<file path="src/rtl/exec_stage_mc.sv">
// exec_stage_mc: execute stage with single-cycle ADD/SUB, a multi-cycle MUL
// that stalls upstream while it runs, and a registered result/tag output.
module exec_stage_mc #(
  parameter int DATA_W  = 32,
  parameter int REG_AW  = 5,
  parameter int OP_W    = 7,
  parameter int OFF_W   = 10,
  parameter int MUL_LAT = 5
) (
  input  logic              clk,
  input  logic              rst,
  input  logic              in_valid,
  output logic              in_ready,
  input  logic [OP_W-1:0]   opcode,
  input  logic [REG_AW-1:0] dstin,
  input  logic [DATA_W-1:0] src1,
  input  logic [DATA_W-1:0] src2,
  input  logic [OFF_W-1:0]  offsetlo,
  output logic              out_valid,
  output logic [DATA_W-1:0] result,
  output logic [REG_AW-1:0] dstout,
  output logic              illegal
);

  localparam int CNT_W = (MUL_LAT > 2) ? $clog2(MUL_LAT) : 1;

  localparam logic [OP_W-1:0] OP_ADD = OP_W'('h00);
  localparam logic [OP_W-1:0] OP_SUB = OP_W'('h01);
  localparam logic [OP_W-1:0] OP_MUL = OP_W'('h02);
  localparam logic [OP_W-1:0] OP_NOP = OP_W'('h3F);

  typedef enum logic {IDLE, BUSY} state_t;

  state_t              state, state_next;
  logic [CNT_W-1:0]    counter, counter_next;
  logic [DATA_W-1:0]   mul_a, mul_b;
  logic [REG_AW-1:0]   mul_tag;
  logic [2*DATA_W-1:0] product;
  logic                accept;
  logic                is_mul;
  logic                mul_done;
  logic                unused_bits;

  assign in_ready = (state == IDLE);
  assign accept   = in_valid & in_ready;
  assign is_mul   = (opcode == OP_MUL);
  assign product  = {{DATA_W{1'b0}}, mul_a} * {{DATA_W{1'b0}}, mul_b};

  // The offset field and the upper product half have no consumer here.
  assign unused_bits = ^{offsetlo, product[2*DATA_W-1:DATA_W]};

  // Next-state logic: a MUL accept starts the countdown, which ends the op at counter==1.
  always_comb begin
    state_next   = state;
    counter_next = counter;
    mul_done     = 1'b0;
    case (state)
      IDLE: begin
        if (accept && is_mul) begin
          state_next   = BUSY;
          counter_next = CNT_W'(MUL_LAT - 1);
        end
      end
      BUSY: begin
        counter_next = counter - CNT_W'(1);
        if (counter == CNT_W'(1)) begin
          state_next = IDLE;
          mul_done   = 1'b1;
        end
      end
      default: begin
        state_next   = IDLE;
        counter_next = '0;
      end
    endcase
  end

  // State and countdown registers.
  always_ff @(posedge clk) begin
    if (rst) begin
      state   <= IDLE;
      counter <= '0;
    end else begin
      state   <= state_next;
      counter <= counter_next;
    end
  end

  // Capture MUL operands and tag at accept so upstream may change while BUSY.
  always_ff @(posedge clk) begin
    if (rst) begin
      mul_a   <= '0;
      mul_b   <= '0;
      mul_tag <= '0;
    end else if (accept && is_mul) begin
      mul_a   <= src1;
      mul_b   <= src2;
      mul_tag <= dstin;
    end
  end

  // Output register: one-cycle pulses, result/tag hold between pulses.
  always_ff @(posedge clk) begin
    if (rst) begin
      out_valid <= 1'b0;
      illegal   <= 1'b0;
      result    <= '0;
      dstout    <= '0;
    end else begin
      out_valid <= 1'b0;
      illegal   <= 1'b0;
      if (mul_done) begin
        out_valid <= 1'b1;
        result    <= product[DATA_W-1:0];
        dstout    <= mul_tag;
      end else if (accept) begin
        case (opcode)
          OP_ADD: begin
            out_valid <= 1'b1;
            result    <= src1 + src2;
            dstout    <= dstin;
          end
          OP_SUB: begin
            out_valid <= 1'b1;
            result    <= src1 - src2;
            dstout    <= dstin;
          end
          OP_MUL, OP_NOP: begin
          end
          default: begin
            out_valid <= 1'b1;
            illegal   <= 1'b1;
            result    <= '1;
            dstout    <= dstin;
          end
        endcase
      end
    end
  end

endmodule

</file>
<file path="config.mk">
export PLATFORM = sky130hd
export DESIGN_NAME = exec_stage_mc
export DESIGN_NICKNAME = d
export VERILOG_FILES = /design/src/rtl/exec_stage_mc.sv
export SDC_FILE = /design/constraint.sdc
export NUM_CORES = 1
export LEC_CHECK = 0
export CAP_MARGIN = 10
export CORE_MARGIN = 5
export CORE_UTILIZATION = 39
export DETAILED_ROUTE_END_ITERATION = 12
export SLEW_MARGIN = 20
export SYNTH_ARGS = -nofsm -noshare
export SYNTH_HDL_FRONTEND = slang
export SYNTH_SLANG_ARGS = --single-unit
</file>
<file path="constraint.sdc">
create_clock -name clk -period 20.9 [get_ports clk]
set_input_delay 6.27 -clock clk [delete_from_list [all_inputs] [get_ports clk]]
set_output_delay 6.27 -clock clk [all_outputs]
set_load 0.01 [all_outputs]
</file>
=== Word level (Yosys, flattened, before mapping) ===
Index checks and enable logic that the tools add are counted.
Widths: inputs -> output; s select.

* $add $sub $neg: 3
* $mul: 1
* Equal/unequal tests: 6
* Mux-type cells: 17
* Bitwise gates (word level): 3
* Reductions and logical operators: 7

{| class="wikitable"
|+ Operators with widths
! cell !! number
|-
| $pmux 32 s3 || 1
|-
| $mux 32 || 2
|-
| $add 32x32->32 || 1
|-
| $mul 32x32->32 || 1
|-
| $sub 32x32->32 || 1
|-
| $mux 5 || 3
|-
| $mux 1 || 8
|-
| $eq 7x1->1 const B || 1
|-
| $eq 7x2->1 const B || 1
|-
| $eq 7x6->1 const B || 1
|-
| $logic_not 7->1 || 1
|-
| $pmux 3 s2 || 1
|-
| $reduce_or 4->1 || 1
|-
| $eq 3x1->1 const B || 1
|-
| $mux 3 || 1
|-
| $reduce_or 3->1 || 1
|-
| $sub 3x1->3 const B || 1
|-
| $ne 2x1->1 const B || 1
|-
| $ne 2x2->1 const B || 1
|-
| $not 1->1 || 2
|-
| $pmux 1 s2 || 1
|-
| $reduce_and 2->1 || 1
|-
| $reduce_bool 2->1 || 1
|-
| $reduce_or 2->1 || 1
|-
| other kinds (2) || 2
|}

* Register bits after elaboration: 112
* Input bits: 89
* Output and inout bits: 40
* Word-level logic and storage cells: 46

=== Logic depth before layout (Yosys ltp) ===
* Depth after elaboration: 5
* Mapped depth: 28
* Gate-level depth less buffers: 25

=== Least setup slack after synthesis ===
Ideal clock, no wire load.

* Path type: input -> register
* From: input opcode[4]
* To: register result[21]
* Setup time: 0.115 ns
* Arrival: 10.098 ns
* Data required time: 20.785 ns
* Slack: 10.688 ns
* Cell stages on the path: 17
* Path buffers: 2
* Cell sequence: or4_1 > nor3_1 > clkbuf_1 > nand2_1 > buf_1 > nand2_1 > xor2_1 > ha_1 > a21oi_1 > and4_1 > nand4_1 > and4_1 > a221o_1 > a21o_1 > a21oi_1 > xor2_1 > a2111oi_0

* Longest elaborated chain between the ends: 5

{| class="wikitable"
|+ Ends and longest elaborated chain
! what !! RTL line !! source
|-
| start, declared || 14 || <nowiki>input logic [OP_W-1:0] opcode,</nowiki>
|-
| $eq 7x2->1 / $eq 7x6->1 (equally long branches) || 117 || <nowiki>case (opcode)</nowiki>
|-
| $reduce_or 2->1 || 117 ||
|-
| $pmux 32 s3 || 117 ||
|-
| $mux 32 || 116 || <nowiki>end else if (accept) begin</nowiki>
|-
| $mux 32 || 112 || <nowiki>if (mul_done) begin</nowiki>
|-
| end signal, assigned || 114 || <nowiki>result <= product[DATA_W-1:0];</nowiki>
|-
| end signal, assigned || 120 || <nowiki>result <= src1 + src2;</nowiki>
|-
| end signal, assigned || 125 || <nowiki>result <= src1 - src2;</nowiki>
|-
| end, declared || 20 || <nowiki>output logic [DATA_W-1:0] result,</nowiki>
|}

Several ways; a longest one is shown, not always the timed one. The select of a mux whose other input is x is not followed.
A chain may end at the register's enable or synchronous reset.

=== Worst setup path in the final report ===
* From: input opcode[4]
* To: register result[25]

Same word-level chain as after synthesis.

==> out/results.tsv <==
stage	metric	value	unit
power_and_ir_drop	Comb pwr share	0.222	
power_and_ir_drop	sw power	0.1549	mW
placed_design	PortBufs	118	
timing	setup TNS	0	ns
logic_synthesis	syn avg cell area	8.624	um2
run	number of max-cap violations	0	
timing	Setup violations, final	0	
timing	fin crit period	11.03	ns
critical_path	Worst path slowest cell	a221oi_1	
final_layout	fin nets	3239	
hold_path	hold crit path type	reg -> reg	
timing	RSZ-0062 raised after global routing	no	
cts	CTS tree	yes	
timing	Slew Viols, Final	0	
logic_synthesis	Seq/Total Area, Yosys	0.1016	
final_layout	area grow syn2layout	10.00	%
placed_design	Final Wtd Congestion	0.9039	
logic_synthesis	Post-synth EDFFs	0	
power_and_ir_drop	Internal Pwr Total	0.3675	mW
critical_path	Worst path top cell family by delay	simple AND/OR/NAND/NOR gates	
placed_design	hpwl dp	51470	um
timing	slew margin rel.	0.2351	
critical_path	Crit Path Max Fanout	23	
critical_path	max incr delay on CP	0.60	ns
route	DR iter-0 viols	1157	
critical_path	Setup crit end kind	flip-flop	
power_and_ir_drop	PnR Total Power	0.5225	mW
timing	Slew @ Worst Pin	1.147	ns
critical_path	Setup CP Type	in -> reg	
critical_path	CP Depth	16	
power_and_ir_drop	Seq pwr share	0.430	
run_status	status	finished clean	
critical_path	RR Endpoint	result[31]	
power_and_ir_drop	Power Dens Cells	21.53	nW/um2
cts	CTS Hold Bufs	0	
power_and_ir_drop	clock power share	0.349	
floorplan	Core ar.	56170	um2
global_route	initial antenna violation count	1	
logic_synthesis	Async SR Flop Fraction	0	
floorplan	IO Pins	129	
timing	Max Freq	90.62	MHz
global_route	grt ovf	0	
critical_path	reg2reg start	mul_a[13]	
critical_path	crit path buf inv count	2	
logic_synthesis	Netlist Area Pre-Place	22060	um2
global_route	largest net degree at the start of global routing	67	
cts	CTS clk-pin slew, worst paths	0.07	ns
cts	clk sinks	112	
route	Final ANT Viol Nets	0	
timing	final hold violations	0	
floorplan	die extent in y	247.8	um
global_route	gr usage total	0.2203	
route	routed wire length	65670	um
route	average routed wire per standard cell	19.63	um
logic_synthesis	Seq cells post-synth	112	
critical_path	Critical Path Start Type	primary input	
logic_synthesis	Cells after Synth	2558	
cts	Post-CTS Resized	0	
final_layout	share of cells above drive strength 1	0.03244	
power_and_ir_drop	Lkg Pwr	11.13	nW
cts	TritonCTS buffer count	9	
logic_synthesis	commonest register cell after synthesis	dfxtp_1	
cts	CTS root buf	clkbuf_16	
route	DR vias	17450	
cts	H-tree depth	3	
critical_path	critical path data required time	21.16	ns
critical_path	Worst Path Arrival	11.29	ns
route	# DRC	0	
critical_path	CP startpoint	opcode[4]	
floorplan	Starting Density	0.3928	
power_and_ir_drop	worst IR drop on VDD	0.00004502	V
global_route	first-pass GRT wire length	105600	um
critical_path	r2r worst-path depth	24	
floorplan	DIE AREA	61420	um2
critical_path	Top cell by count, worst path	and4_1	
logic_synthesis	Netlist cell types	65	
route	DR pass1 iterations	5	
global_route	vias in the first global route	18790	
critical_path	Reg2Reg Setup Slack	12.91	ns
route	vias per inst	5.216	
floorplan	Rows	87	
floorplan	Die X	247.8	um
critical_path	crit path capture	result[25]	
logic_synthesis	YS warnings	0	
timing	period utilization	0.5280	
logic_synthesis	syn nets	3213	
cts	worst skew pair latency	0.38	ns
cts	post-CTS setup buffers	0	
cts	worst-case clock buffer depth	2	
critical_path	crit-path cells	clkdlybuf4s50_1 -> or4_1 -> nor3_1 -> buf_4 -> nand2_1 -> o21ai_0 -> xor2_1 -> ha_1 -> a21oi_1 -> and4_1 -> nand4_1 -> and4_1 -> a221oi_1 -> o31ai_1 -> xnor2_1 -> a2111oi_0	
power_and_ir_drop	Net Sw Frac	0.2966	
timing	skew final	0.007924	ns
-- logic make-up (layout without fill, tap and decap cells) --
| logic type | count (synthesis) | count (layout) | share of synthesized area |
|---|---|---|---|
| multiplexers | 12 | 12 | 0.005502 |
| XOR/XNOR | 137 | 137 | 0.05439 |
| flip-flops | 112 | 112 | 0.1016 |
| AND/OR/NAND/NOR | 862 | 862 | 0.1940 |
| buffers and inverters | 538 | 569 | 0.09159 |
| other | 0 | 1 | 0 |
| adder cells (fa/ha/maj) | 566 | 566 | 0.4602 |
| AO/OA/AOI/OAI | 331 | 331 | 0.09267 |
-- cells in the mapped netlist, drive strengths merged (14+ instances only) --
master	count	share of area
fa	409	0.37
nand2	400	0.068
inv	395	0.067
and2	311	0.088
ha	157	0.089
a21oi	151	0.034
clkbuf	139	0.024
dfxtp	112	0.10
xnor2	90	0.036
nor2	56	0.0095
o21ai	47	0.011
xor2	47	0.019
nand3	23	0.0052
a211oi	22	0.0075
nor3	19	0.0048
a21o	17	0.0058
o31ai	14	0.0056
-- flip-flops by register name, summed over array words and instances, names as in the netlist --
name       flops
out_valid      1
state          1
mul_b         32
illegal        1
result        32
dstout         5
counter        3
mul_tag        5
mul_a         32
-- final cells by class --
| cell class | count | area (um2) |
|---|---|---|
| clock inverters | 5 | 66.31 |
| fillers | 5678 | 31900 |
| flip-flops and latches | 112 | 2246 |
| repair buffers | 158 | 1479 |
| multi-input cells | 1908 | 17810 |
| diodes | 1 | 2.502 |
| well taps | 756 | 945.9 |
| inverters | 395 | 1483 |
| clock buffers | 11 | 232.7 |
-- stage by stage --
stage / setup WS (ns) / hold slack [ns] / area (um2) / std cells / util
CTS: 9.865 / 0.4579 / 24270 / 3345 / 0.4320
global placement: 9.475 / 0.4379 / 23970 / 3329 / 0.4267
global route: 9.530 / 0.4807 / 24270 / 3345 / 0.4320
floorplan: 10.69 / 0.4319 / 22060 / 2558 / -
detailed placement: 9.483 / 0.4489 / 23970 / 3329 / 0.4267
finish: 9.865 / 0.4545 / 24270 / 3346 / 0.4321
-- cells in the final DEF (no fill, tap or decap), drive strengths merged, types with 6 or more instances in the layout --
cell           netlist  layout
o21a                 9       9
xor2                47      47
o31ai               14      14
or3                  7       7
a211oi              22      22
ha                 157     157
buf                  4      41
nand3               23      23
or2                  6       6
xnor2               90      90
o221ai               6       6
nand2b              10      10
a21o                17      17
o21bai               9       9
nor3                19      19
inv                395     396
nand4                6       6
nand2              400     400
o21ai               47      47
a31oi                6       6
nor2                56      56
a2111oi              9       9
a221oi               6       6
fa                 409     409
or4                  7       7
mux2i               11      11
o211ai               9       9
dfxtp              112     112
and2               311     311
a21oi              151     151
o22ai                9       9
clkbuf             139      11
clkdlybuf4s50        0     117
-- worst reg2reg max path: stages, from the launching register on --
cell and delay (ns):
dfxtp_1 0.74, buf_4 0.34, and2_1 0.19, fa_1 0.42, fa_1 0.50, fa_1 0.52
inv_1 0.05, fa_1 0.47, inv_1 0.05, fa_1 0.50, inv_1 0.06, fa_1 0.53
inv_1 0.05, fa_1 0.52, fa_1 0.43, ha_1 0.38, a21o_1 0.21, a21o_1 0.17
a211oi_1 0.35, o21ai_0 0.20, a211oi_1 0.37, o21ai_0 0.17, a21oi_1 0.29, xnor2_1 0.18
a221oi_1 0.10
-- power by group through the flow --
stage	clock network [mW]	registers, mW	logic (mW)
global route	0.192	0.225	0.126
detailed placement	0	0.229	0.114
global placement	0	0.229	0.113
CTS	0.186	0.224	0.115
finish	0.182	0.224	0.116
floorplan	0	0.230	0.0614
-- per-layer routing --
| layer | GRT usage | vias up | part of all wire | wire [um] |
|---|---|---|---|---|
| li1 | - | 7964 | - | - |
| met1 | 0.3057 | 8825 | 0.44 | 28740 |
| met2 | 0.3578 | 573 | 0.46 | 30520 |
| met3 | 0.03478 | 92 | 0.068 | 4444 |
| met4 | 0.06511 | 0 | 0.030 | 1967 |
| met5 | 0 | - | 0 | 0 |
-- worst min path at each step --
stage          startpoint         end  slack [ns]  cells after the start
3_3_place_gp   mul_tag[3]  mul_tag[3]        0.44                      2
3_5_place_dp     mul_b[2]    mul_b[2]        0.45                      2
6_report         mul_b[2]    mul_b[2]        0.45                      2
2_1_floorplan   mul_b[31]   mul_b[31]        0.43                      2
4_1_cts          mul_b[2]    mul_b[2]        0.46                      2
5_1_grt        mul_tag[0]  mul_tag[0]        0.48                      2
Power figures use the tool's default switching activity.
